==> config.mk <==
export PLATFORM = sky130hd
export DESIGN_NAME = audio_clkgen_mc
export DESIGN_NICKNAME = d
export VERILOG_FILES = /design/src/rtl/audio_clkgen_pkg.sv /design/src/rtl/audio_clkgen_ch.sv /design/src/rtl/audio_clkgen_mc.sv
export SDC_FILE = /design/constraint.sdc
export NUM_CORES = 1
export LEC_CHECK = 0
export CORE_MARGIN = 8
export CORE_UTILIZATION = 35
export DETAILED_ROUTE_END_ITERATION = 8
export GPL_TIMING_DRIVEN = 0
export PLACE_DENSITY_LB_ADDON = 0.2
export SYNTH_ARGS = -nofsm -noshare
export SYNTH_HDL_FRONTEND = slang
export SYNTH_SLANG_ARGS = --single-unit
==> constraint.sdc <==
create_clock -name FAB_CLK -period 6.9 [get_ports FAB_CLK]
set_input_delay 1.035 -clock FAB_CLK [delete_from_list [all_inputs] [get_ports FAB_CLK]]
set_output_delay 1.035 -clock FAB_CLK [all_outputs]
set_load 0.01 [all_outputs]
==> src/rtl/audio_clkgen_pkg.sv <==
// audio_clkgen shared types and constants.
// Channel state bundle, divisor width default and lock counter width.
package audio_clkgen_pkg;

    localparam int DIVW_DEF = 12;
    localparam int LOCK_W = 8;

    typedef struct packed {
        logic [DIVW_DEF-1:0] active_div;
        logic [DIVW_DEF-1:0] cnt;
        logic [DIVW_DEF-1:0] pend_div;
        logic                pend_en;
        logic                pend;
        logic                en;
        logic [LOCK_W-1:0]   lock_cnt;
        logic                clk_q;
    } ch_state_t;

endpackage

==> src/rtl/audio_clkgen_ch.sv <==
// One audio clock channel: down-counter, pending update, lock counter.
// Optional phase-align restart when AUDIO_CLKGEN_ALIGN_EN is defined.
module audio_clkgen_ch
    import audio_clkgen_pkg::*;
#(
    parameter int LOCK_CYCLES = 4,
    parameter int RST_DIV = 0
) (
    input  logic                clk,
    input  logic                rst_n,
    input  logic                wr,
    input  logic [DIVW_DEF-1:0] wr_div,
    input  logic                wr_en,
    input  logic                align,
    output logic                ce,
    output logic                clk_out,
    output logic                lock,
    output logic                en,
    output logic                pend
);

    localparam logic [DIVW_DEF-1:0] RST_D = DIVW_DEF'(RST_DIV);
    localparam logic [LOCK_W-1:0] LOCK_TH = LOCK_W'(LOCK_CYCLES);
    localparam ch_state_t RST_STATE = '{
        active_div: RST_D,
        cnt:        RST_D,
        pend_div:   '0,
        pend_en:    1'b0,
        pend:       1'b0,
        en:         1'b0,
        lock_cnt:   '0,
        clk_q:      1'b0
    };

    ch_state_t st;
    ch_state_t st_nx;
    logic      tc;

    assign tc      = st.en && (st.cnt == '0);
    assign ce      = tc;
    assign clk_out = st.clk_q;
    assign lock    = st.en && (st.lock_cnt >= LOCK_TH);
    assign en      = st.en;
    assign pend    = st.pend;

`ifdef AUDIO_CLKGEN_ALIGN_EN
    logic [DIVW_DEF-1:0] al_div;
    logic                al_en;

    // Divisor/enable a restart lands on: fresh write, else pending, else current.
    always_comb begin
        al_div = st.active_div;
        al_en  = 1'b1;
        if (wr) begin
            al_div = wr_div;
            al_en  = wr_en;
        end else if (st.pend) begin
            al_div = st.pend_div;
            al_en  = st.pend_en;
        end
    end
`else
    logic align_unused;
    assign align_unused = align;
`endif

    // Next channel state: restart, immediate write, terminal count, countdown.
    always_comb begin
        st_nx = st;
`ifdef AUDIO_CLKGEN_ALIGN_EN
        if (align && st.en) begin
            st_nx.active_div = al_div;
            st_nx.cnt        = al_div;
            st_nx.en         = al_en;
            st_nx.clk_q      = 1'b0;
            st_nx.lock_cnt   = '0;
            st_nx.pend       = 1'b0;
        end else
`endif
        if (wr && !st.en) begin
            st_nx.active_div = wr_div;
            st_nx.cnt        = wr_div;
            st_nx.en         = wr_en;
            st_nx.clk_q      = 1'b0;
            st_nx.lock_cnt   = '0;
        end else begin
            if (tc) begin
                st_nx.cnt   = st.active_div;
                st_nx.clk_q = ~st.clk_q;
                if (st.lock_cnt != '1) begin
                    st_nx.lock_cnt = st.lock_cnt + LOCK_W'(1);
                end
                if (st.pend && st.pend_en) begin
                    st_nx.active_div = st.pend_div;
                    st_nx.cnt        = st.pend_div;
                    st_nx.lock_cnt   = '0;
                    st_nx.pend       = 1'b0;
                end else if (st.pend && st.clk_q) begin
                    st_nx.en       = 1'b0;
                    st_nx.clk_q    = 1'b0;
                    st_nx.lock_cnt = '0;
                    st_nx.pend     = 1'b0;
                end
            end else if (st.en) begin
                st_nx.cnt = st.cnt - DIVW_DEF'(1);
            end
            if (wr) begin
                st_nx.pend     = 1'b1;
                st_nx.pend_div = wr_div;
                st_nx.pend_en  = wr_en;
            end
        end
    end

    // Channel state register.
    always_ff @(posedge clk or negedge rst_n) begin
        if (!rst_n) begin
            st <= RST_STATE;
        end else begin
            st <= st_nx;
        end
    end

endmodule

==> src/rtl/audio_clkgen_mc.sv <==
// Multi-channel audio clock-enable / divided-clock generator.
// Define AUDIO_CLKGEN_ALIGN_EN to enable the align restart input.
module audio_clkgen_mc
    import audio_clkgen_pkg::*;
#(
    parameter int NCH = 4,
    parameter int DIVW = DIVW_DEF,
    parameter int LOCK_CYCLES = 4,
    parameter int RST_DIV = 0
) (
    input  logic                                 FAB_CLK,
    input  logic                                 M2F_RESET_N,
    input  logic                                 cfg_valid,
    output logic                                 cfg_ready,
    input  logic [$clog2(NCH > 1 ? NCH : 2)-1:0] cfg_ch,
    input  logic [DIVW-1:0]                      cfg_div,
    input  logic                                 cfg_enable,
    output logic [NCH-1:0]                       ce_out,
    output logic [NCH-1:0]                       clk_out,
    output logic [NCH-1:0]                       lock,
    output logic                                 all_lock,
    input  logic                                 align
);

    logic [NCH-1:0] wr;
    logic [NCH-1:0] en;
    logic [NCH-1:0] pend;

    // Ready mux and write decode; out-of-range channels accept and drop.
    always_comb begin
        cfg_ready = 1'b1;
        wr        = '0;
        for (int i = 0; i < NCH; i++) begin
            if (int'(cfg_ch) == i) begin
                cfg_ready = !pend[i];
            end
        end
        for (int i = 0; i < NCH; i++) begin
            wr[i] = cfg_valid && cfg_ready && (int'(cfg_ch) == i);
        end
    end

    assign all_lock = (|en) && (&(lock | ~en));

    for (genvar g = 0; g < NCH; g++) begin : g_ch
        audio_clkgen_ch #(
            .LOCK_CYCLES(LOCK_CYCLES),
            .RST_DIV(RST_DIV)
        ) u_ch (
            .clk(FAB_CLK),
            .rst_n(M2F_RESET_N),
            .wr(wr[g]),
            .wr_div(cfg_div),
            .wr_en(cfg_enable),
            .align(align),
            .ce(ce_out[g]),
            .clk_out(clk_out[g]),
            .lock(lock[g]),
            .en(en[g]),
            .pend(pend[g])
        );
    end

endmodule

Yosys cells after proc, flatten, opt, wreduce, memory -nomap -nowiden
Index checks and enable logic that the tools add are counted.
{"block": "totals", "ff_bits": 192, "in_bits": 19, "wordCells": 214}
{"block": "classes", "magnitude_cmp": 4, "mux": 60, "n_bitwise": 10, "add_sub_neg": 8, "n_reduce_logical": 89, "eq_ne": 11}
{"op": "two-way mux 24 bit", "count": 8}
{"op": "two-way mux 12 bit", "count": 12}
{"op": "two-way mux 11 bit", "count": 8}
{"op": "two-way mux 8 bit", "count": 8}
{"op": "zero test 12 bit", "count": 4}
{"op": "subtractor 12 x 1 -> 12 bit, second input constant", "count": 4}
{"op": "two-way mux 10 bit", "count": 4}
{"op": "adder 8 x 1 -> 8 bit, second input constant", "count": 4}
{"op": "greater-or-equal comparator 8 x 3 -> 1 bit, second input constant", "count": 4}
{"op": "inequality test 8 bit, second input constant", "count": 4}
{"op": "nonzero test 2 bit", "count": 16}
{"op": "logical AND 1 bit", "count": 26}
{"op": "AND reduction 2 bit", "count": 12}
{"op": "AND reduction 3 bit", "count": 8}
{"op": "nonzero test 3 bit", "count": 8}
{"op": "two-way mux 1 bit", "count": 20}
{"op": "nonzero test 4 bit", "count": 4}
{"op": "zero test 1 bit", "count": 8}
{"op": "inequality test 2 x 1 -> 1 bit, second input constant", "count": 4}
{"op": "NOT 1 bit", "count": 8}
{"op": "equality test 2 bit, second input constant", "count": 2}
{"op": "NOT 4 bit", "count": 1}
{"op": "OR 4 bit", "count": 1}
{"op": "AND reduction 4 bit", "count": 1}
{"op": "other kinds (3)", "count": 3}

Longest topological paths before layout
Gate-level depths: netlist (run 1).
{"block": "logic_depth", "word_depth": 10, "depth_mapped": 9, "depth_no_buf": 7}

Hierarchy
A second synthesis (run 1) with hierarchy kept.
{"block": "hier_totals", "cells_unflattened": 1100, "area_unflattened_um2": 11025.6}
{"module": "audio_clkgen_ch at g_ch[1].u_ch ...", "area_each_um2": 2732.6, "instances": 2, "seq_area_each_um2": 1201.2, "cells_per_inst": 274}
{"module": "audio_clkgen_ch at g_ch[0].u_ch", "area_each_um2": 2753.9, "instances": 1, "seq_area_each_um2": 1201.2, "cells_per_inst": 272}
{"module": "audio_clkgen_ch at g_ch[3].u_ch", "area_each_um2": 2706.3, "instances": 1, "seq_area_each_um2": 1201.2, "cells_per_inst": 265}
{"module": "audio_clkgen_mc", "area_each_um2": 100.1, "instances": 1, "seq_area_each_um2": 0.0, "cells_per_inst": 15}

Worst setup path before layout (run 1)
OpenSTA, ideal clock, no wires.
{"block": "synth_path", "path_kind": "reg-to-output", "start": "register g_ch[3].u_ch.st[29] (netlist bit)", "end": "output ce_out[3]", "n_path_buf": 4, "slack_ps": 3723, "stages_incl_launch_ff": 8, "arrival_time_ps": 2142, "t_required_ps": 5865, "cell_sequence": "dfrtp_1 -> or4_1 -> clkbuf_2 -> or4_4 -> buf_6 -> clkinv_1 -> buf_4 -> buf_4"}
{"block": "synth_between", "elab_chain_cells": 2}
{"element": "from (decl)", "line": "audio_clkgen_ch.sv:35", "text": "ch_state_t st;"}
{"element": "from (signal assigned)", "line": "audio_clkgen_ch.sv:120", "text": "st <= st_nx;"}
{"element": "zero test 12 bit", "line": "audio_clkgen_ch.sv:39", "text": "assign tc = st.en && (st.cnt == '0);"}
{"element": "logical AND 1 bit", "line": "audio_clkgen_ch.sv:39"}
{"element": "to (decl)", "line": "audio_clkgen_mc.sv:18", "text": "output logic [NCH-1:0] ce_out,"}
Every way passes these cells.

Worst setup path after layout (run 1)
{"block": "layout_path", "start": "register g_ch[2].u_ch.st[27] (netlist bit)", "end": "output ce_out[2]"}
{"block": "layout_between", "elab_chain_cells": 2}
{"element": "from (decl)", "line": "audio_clkgen_ch.sv:35"}
{"element": "from (signal assigned)", "line": "audio_clkgen_ch.sv:120"}
{"element": "zero test 12 bit", "line": "audio_clkgen_ch.sv:39"}
{"element": "logical AND 1 bit", "line": "audio_clkgen_ch.sv:39"}
Every way passes these cells.

==> results.md, run 1 <==
CTS:
- The total number of H-tree levels is 4.
- The total clock sinks is 192.
- The buffer depth of the longest clock path is 2.
- The clock reaches the later pin of the worst-skew pair after 0.46 ns.
- Post-CTS repair changed the size of 0 cells.
- The number of setup buffers added after CTS is 0.
- Clock tree synthesis inserted a total of 17 buffers.
- TritonCTS built the clock tree.
- The tree is rooted in a sky130_fd_sc_hd__clkbuf_16.
- The count of hold-fix buffers inserted at cts is 0.
- Clock-pin slew was measured on the worst setup and hold paths at 0.08 ns.

GRT:
- The first global-routing pass estimated 54.0 mm of wire.
- The number of antenna violations at the first check in global routing is 0.
- Summed over all layers, the global routing overflow is 0.
- The number of global-route vias before repair is 9448.
- The maximum number of pins on one net before global-route repair is 110.
- The combined global-route utilization of all metal layers is 17.6%.

Timing:
- After routing, the total negative slack on setup checks comes to 0 ns.
- Across all setup checks in the final design, the least slack found is 2.23 ns.
- The worst pin sits at a relative slew slack of 21.0%.
- The part of the cycle the worst path needs is 67.6%.
- The final count of pins violating max slew is 0.
- The final clock skew is 0.0109 ns.
- Setup repair after global routing left no endpoint under its margin.
- Setup violations remaining at the end of the flow were counted as 0.
- The count of final hold-check violations is 0.
- Across all hold checks on the routed design, the worst slack comes to 0.477 ns.
- The transition at the pin with the smallest max-transition slack is 1.17 ns.
- The peak clock frequency supported by timing is 0.214 GHz.
- The clock period minus final worst setup slack is 4.67 ns.

Finish:
- The design area is 0.0127 sq mm.
- The flip-flop and latch area is 0.00480 sq mm.
- The share of layout cells above drive strength 1 is 12.2%.
- The multi-input combinational cells in the finished layout cover a total of 0.00588 sq mm.
- At the end of the flow, the number of nets in the layout was 1268.
- The antenna diode instance count is 0.
- The layout overhead on the synthesized area is 12.2%.
- After filler insertion, the fill cell instance count of the layout stands at 3128.
- The post-layout utilization of the core is 40.0%.

Route:
- The final layout contains routed wiring with a total length of 33.6 mm.
- In this run, the number of DRC markers left after iteration 0 of detailed routing was 786.
- After detailed routing, the number of remaining DRC violations is 0.
- The remaining antenna violation count is 0.
- The post-detailed-route wirelength per cell is 20.4 um.
- The first TritonRoute pass finished after 5 iterations.
- The via count is 9731.
- The mean number of vias per cell is 5.91.

Setup path:
- The kind of start point of the critical path is a flop.
- The critical path contains buffers and inverters numbering 4 combined.
- The largest single stage delay on the critical path is 0.70 ns.
- The largest fanout of any net on the critical path is 10.
- Walking the worst path, the cells encountered are nor4_2 > nand3_1 > inv_1 > buf_1 > buf_4 > clkdlybuf4s50_1.
- The kind of cell with the highest combined delay on the critical path is buffers and inverters.
- For the worst setup path, the data required time is 5.86 ns.
- Data on the critical path arrives at its endpoint at 3.63 ns.
- The kind of critical path is reg2out.
- The library cell contributing the largest single delay on the critical path is sky130_fd_sc_hd__nor4_2.
- STA classifies the critical path endpoint as a primary output.

Run status:
- The flow ran to the end, and the final reports show no timing, DRC or antenna violations.

Die:
- For this configuration, the core starts out at a cell density of 35.7%.
- The total number of placement rows is 65.
- The die covers 0.0382 sq mm.
- Measured along the y axis, the die boundary spans 196 um.
- The region available for standard cell placement spans 0.0316 sq mm.
- During I/O placement, the number of pins put on the boundary was 33.
- The horizontal die dimension is 196 um.

Worst hold path:
- The type of the tightest min-delay check is reg2reg.

Power and ir drop:
- The leakage power is 5.65 nW.
- In this run the power density over the cells is 211 mW/mm^2.
- IR analysis of the VDD net gives a maximum drop of 0.160 mV.

Logic synthesis:
- Averaged over all synthesized cells, the footprint is 9.55 sq um.
- The mapped netlist covers 0.0113 sq mm.
- By area the synthesized netlist is led by sky130_fd_sc_hd__dfrtp_1 43%, sky130_fd_sc_hd__mux2_2 7.0%, sky130_fd_sc_hd__nand2_1 3.3%, sky130_fd_sc_hd__mux2i_1 3.1%, sky130_fd_sc_hd__clkbuf_1 2.7%.
- Among all cell types in the netlist, the one instantiated most often is sky130_fd_sc_hd__dfrtp_1.
- The number of different library cells used by synthesis comes to 82.
- The most instantiated flip-flop cell in the synthesis netlist is sky130_fd_sc_hd__dfrtp_1.
- The number of synthesized register bits is 192.
- The share of async-settable or async-resettable flops after synthesis is 100%.
- The number of flops mapped to enable cells by yosys is 0.
- The top cell type by area accounts for 42.6% of the synthesized area.
- The count of mapped cells out of synthesis is 1182.
- The register area share after synthesis is 42.6%.
- The largest total area in the synthesized netlist belongs to sky130_fd_sc_hd__dfrtp_1.
- For this run, the number of Yosys warnings is 0.
- The synthesized netlist net count is 1217.
- After synthesis, the most frequently instantiated cells are 192 x sky130_fd_sc_hd__dfrtp_1, 99 x sky130_fd_sc_hd__nand2_1, 82 x sky130_fd_sc_hd__clkbuf_1.

Placement:
- In this run the tool buffered the top-level ports with 31 buffer cells.
- In this run the cell area measured after placement is 0.0121 sq mm.
- Detailed placement ended at an HPWL of 22.8 mm.
- The weighted congestion at the end of routability-driven global placement is 0.831.
- The placement-stage worst setup slack is 2.71 ns.

Job:
- Max-cap violations in this run came to 0.
-- kinds of logic (layout without fill, tap and decap cells) --
group / after synthesis / count (layout) / synth area share (%)
and+or+nand+nor: 388 / 388 / 18.3
AOI/OAI and AO/OA: 320 / 320 / 20.6
DFF: 192 / 192 / 42.6
buffers and inverters: 146 / 209 / 5.37
muxes: 106 / 106 / 10.3
adders and majority gates: 16 / 16 / 1.77
xor gates and xnor gates: 14 / 14 / 1.09
-- routing by layer --
metal,vias to the layer above,global-route usage (%),wire length [um]
met5,-,0,0
met4,0,5.25,650
met3,39,3.30,1520
met2,255,27.5,15400
met1,4912,24.4,16000
li1,4525,-,-
-- cell type report --
class | count | area share (%)
multi-input cells | 844 | 46.4
flip-flops and latches | 192 | 37.9
well taps | 402 | 3.97
plain buffers | 105 | 3.57
clock buffers | 18 | 3.39
repair buffers | 32 | 2.71
inverters | 41 | 1.21
clock inverters | 13 | 0.840
-- final timing paths --
kind / end / slack (ns) / cells past startpoint / start
worst max register to register: g_ch[0].u_ch.st[46] / 3.90 / 6 / g_ch[0].u_ch.st[28]
worst min-delay path: g_ch[1].u_ch.st[41] / 0.48 / 1 / g_ch[1].u_ch.st[41]
max in group asynchronous: g_ch[1].u_ch.st[39] / 5.35 / 2 / M2F_RESET_N
worst min register to register: g_ch[1].u_ch.st[41] / 0.48 / 1 / g_ch[1].u_ch.st[41]
worst max-delay path: ce_out[2] / 2.23 / 6 / g_ch[2].u_ch.st[27]
min in group asynchronous: g_ch[0].u_ch.st[31] / 0.55 / 1 / M2F_RESET_N
-- where the power goes --
part / leakage, nW / switching, mW / internal (mW)
clock: 0.248 / 0.493 / 0.467
sequential: 2.33 / 0.106 / 1.21
combinational: 3.07 / 0.218 / 0.179
total: 5.65 / 0.817 / 1.85
-- flip-flops by register name (all words and copies together) (netlist names) --
signal             cells
g_ch.u_ch.clk_out      4
g_ch.u_ch.en           4
g_ch.u_ch.st         180
g_ch.u_ch.pend         4
-- metrics by stage --
| stage | instances | power [mW] |
|---|---|---|
| floorplan | 1182 | 1.59 |
| global placement | 1615 | 1.72 |
| detailed placement | 1616 | 1.73 |
| CTS | 1647 | 2.69 |
| global route | 1647 | 2.80 |
| finish | 1647 | 2.67 |
-- cells in the final DEF, fill, tap and decap left out, drive strengths merged, types with 14 or more instances in the layout --
cell type / netlist / routed
a211oi: 24 / 24
a21o: 15 / 15
a21oi: 32 / 32
a221o: 30 / 30
a22o: 14 / 14
a31o: 17 / 17
a31oi: 20 / 20
and2: 14 / 14
and3: 44 / 44
buf: 22 / 24
clkbuf: 83 / 101
clkdlybuf4s50: 0 / 30
dfrtp: 192 / 192
ha: 16 / 16
inv: 40 / 45
mux2: 70 / 70
mux2i: 35 / 35
nand2: 99 / 99
nand3: 44 / 44
nor2: 63 / 63
nor3: 25 / 25
nor4: 17 / 17
o211ai: 18 / 18
o21ai: 61 / 61
o22ai: 14 / 14
or4: 14 / 14
Note: power is estimated with default switching activity, not from simulation.
==> inputs of run 2 (changes only) <==
==> constraint.sdc (replaced) <==
create_clock -name FAB_CLK -period 4.6 [get_ports FAB_CLK]
set_input_delay 0.69 -clock FAB_CLK [delete_from_list [all_inputs] [get_ports FAB_CLK]]
set_output_delay 0.69 -clock FAB_CLK [all_outputs]
set_load 0.01 [all_outputs]
==> results of run 2 <==
The final DEF is identical to that of run 1. Status: finished, final reports clean.
Main changes from that run: setup slack after placement 2.71 ns -> 0.754 ns; setup slack after layout 2.23 ns -> 0.277 ns; hold slack 0.477 ns -> 0.208 ns; register-to-register setup slack 3.90 ns -> 1.60 ns; total power 2.67 mW -> 4.00 mW; worst IR drop on VDD 0.160 mV -> 0.241 mV
==> inputs of run 3 (changes only) <==
--- a/config.mk
+++ b/config.mk
@@ -7,6 +7,7 @@
 export LEC_CHECK = 0
 export CORE_MARGIN = 8
 export CORE_UTILIZATION = 35
+export CTS_CLUSTER_DIAMETER = 30
 export DETAILED_ROUTE_END_ITERATION = 8
 export GPL_TIMING_DRIVEN = 0
 export PLACE_DENSITY_LB_ADDON = 0.2
==> results of run 3 <==
The final DEF is identical to that of run 1. Status: finished, final reports clean.
Main changes from that run: setup slack after placement 2.71 ns -> 0.754 ns; setup slack after layout 2.23 ns -> 0.277 ns; hold slack 0.477 ns -> 0.208 ns; register-to-register setup slack 3.90 ns -> 1.60 ns; total power 2.67 mW -> 4.00 mW; worst IR drop on VDD 0.160 mV -> 0.241 mV
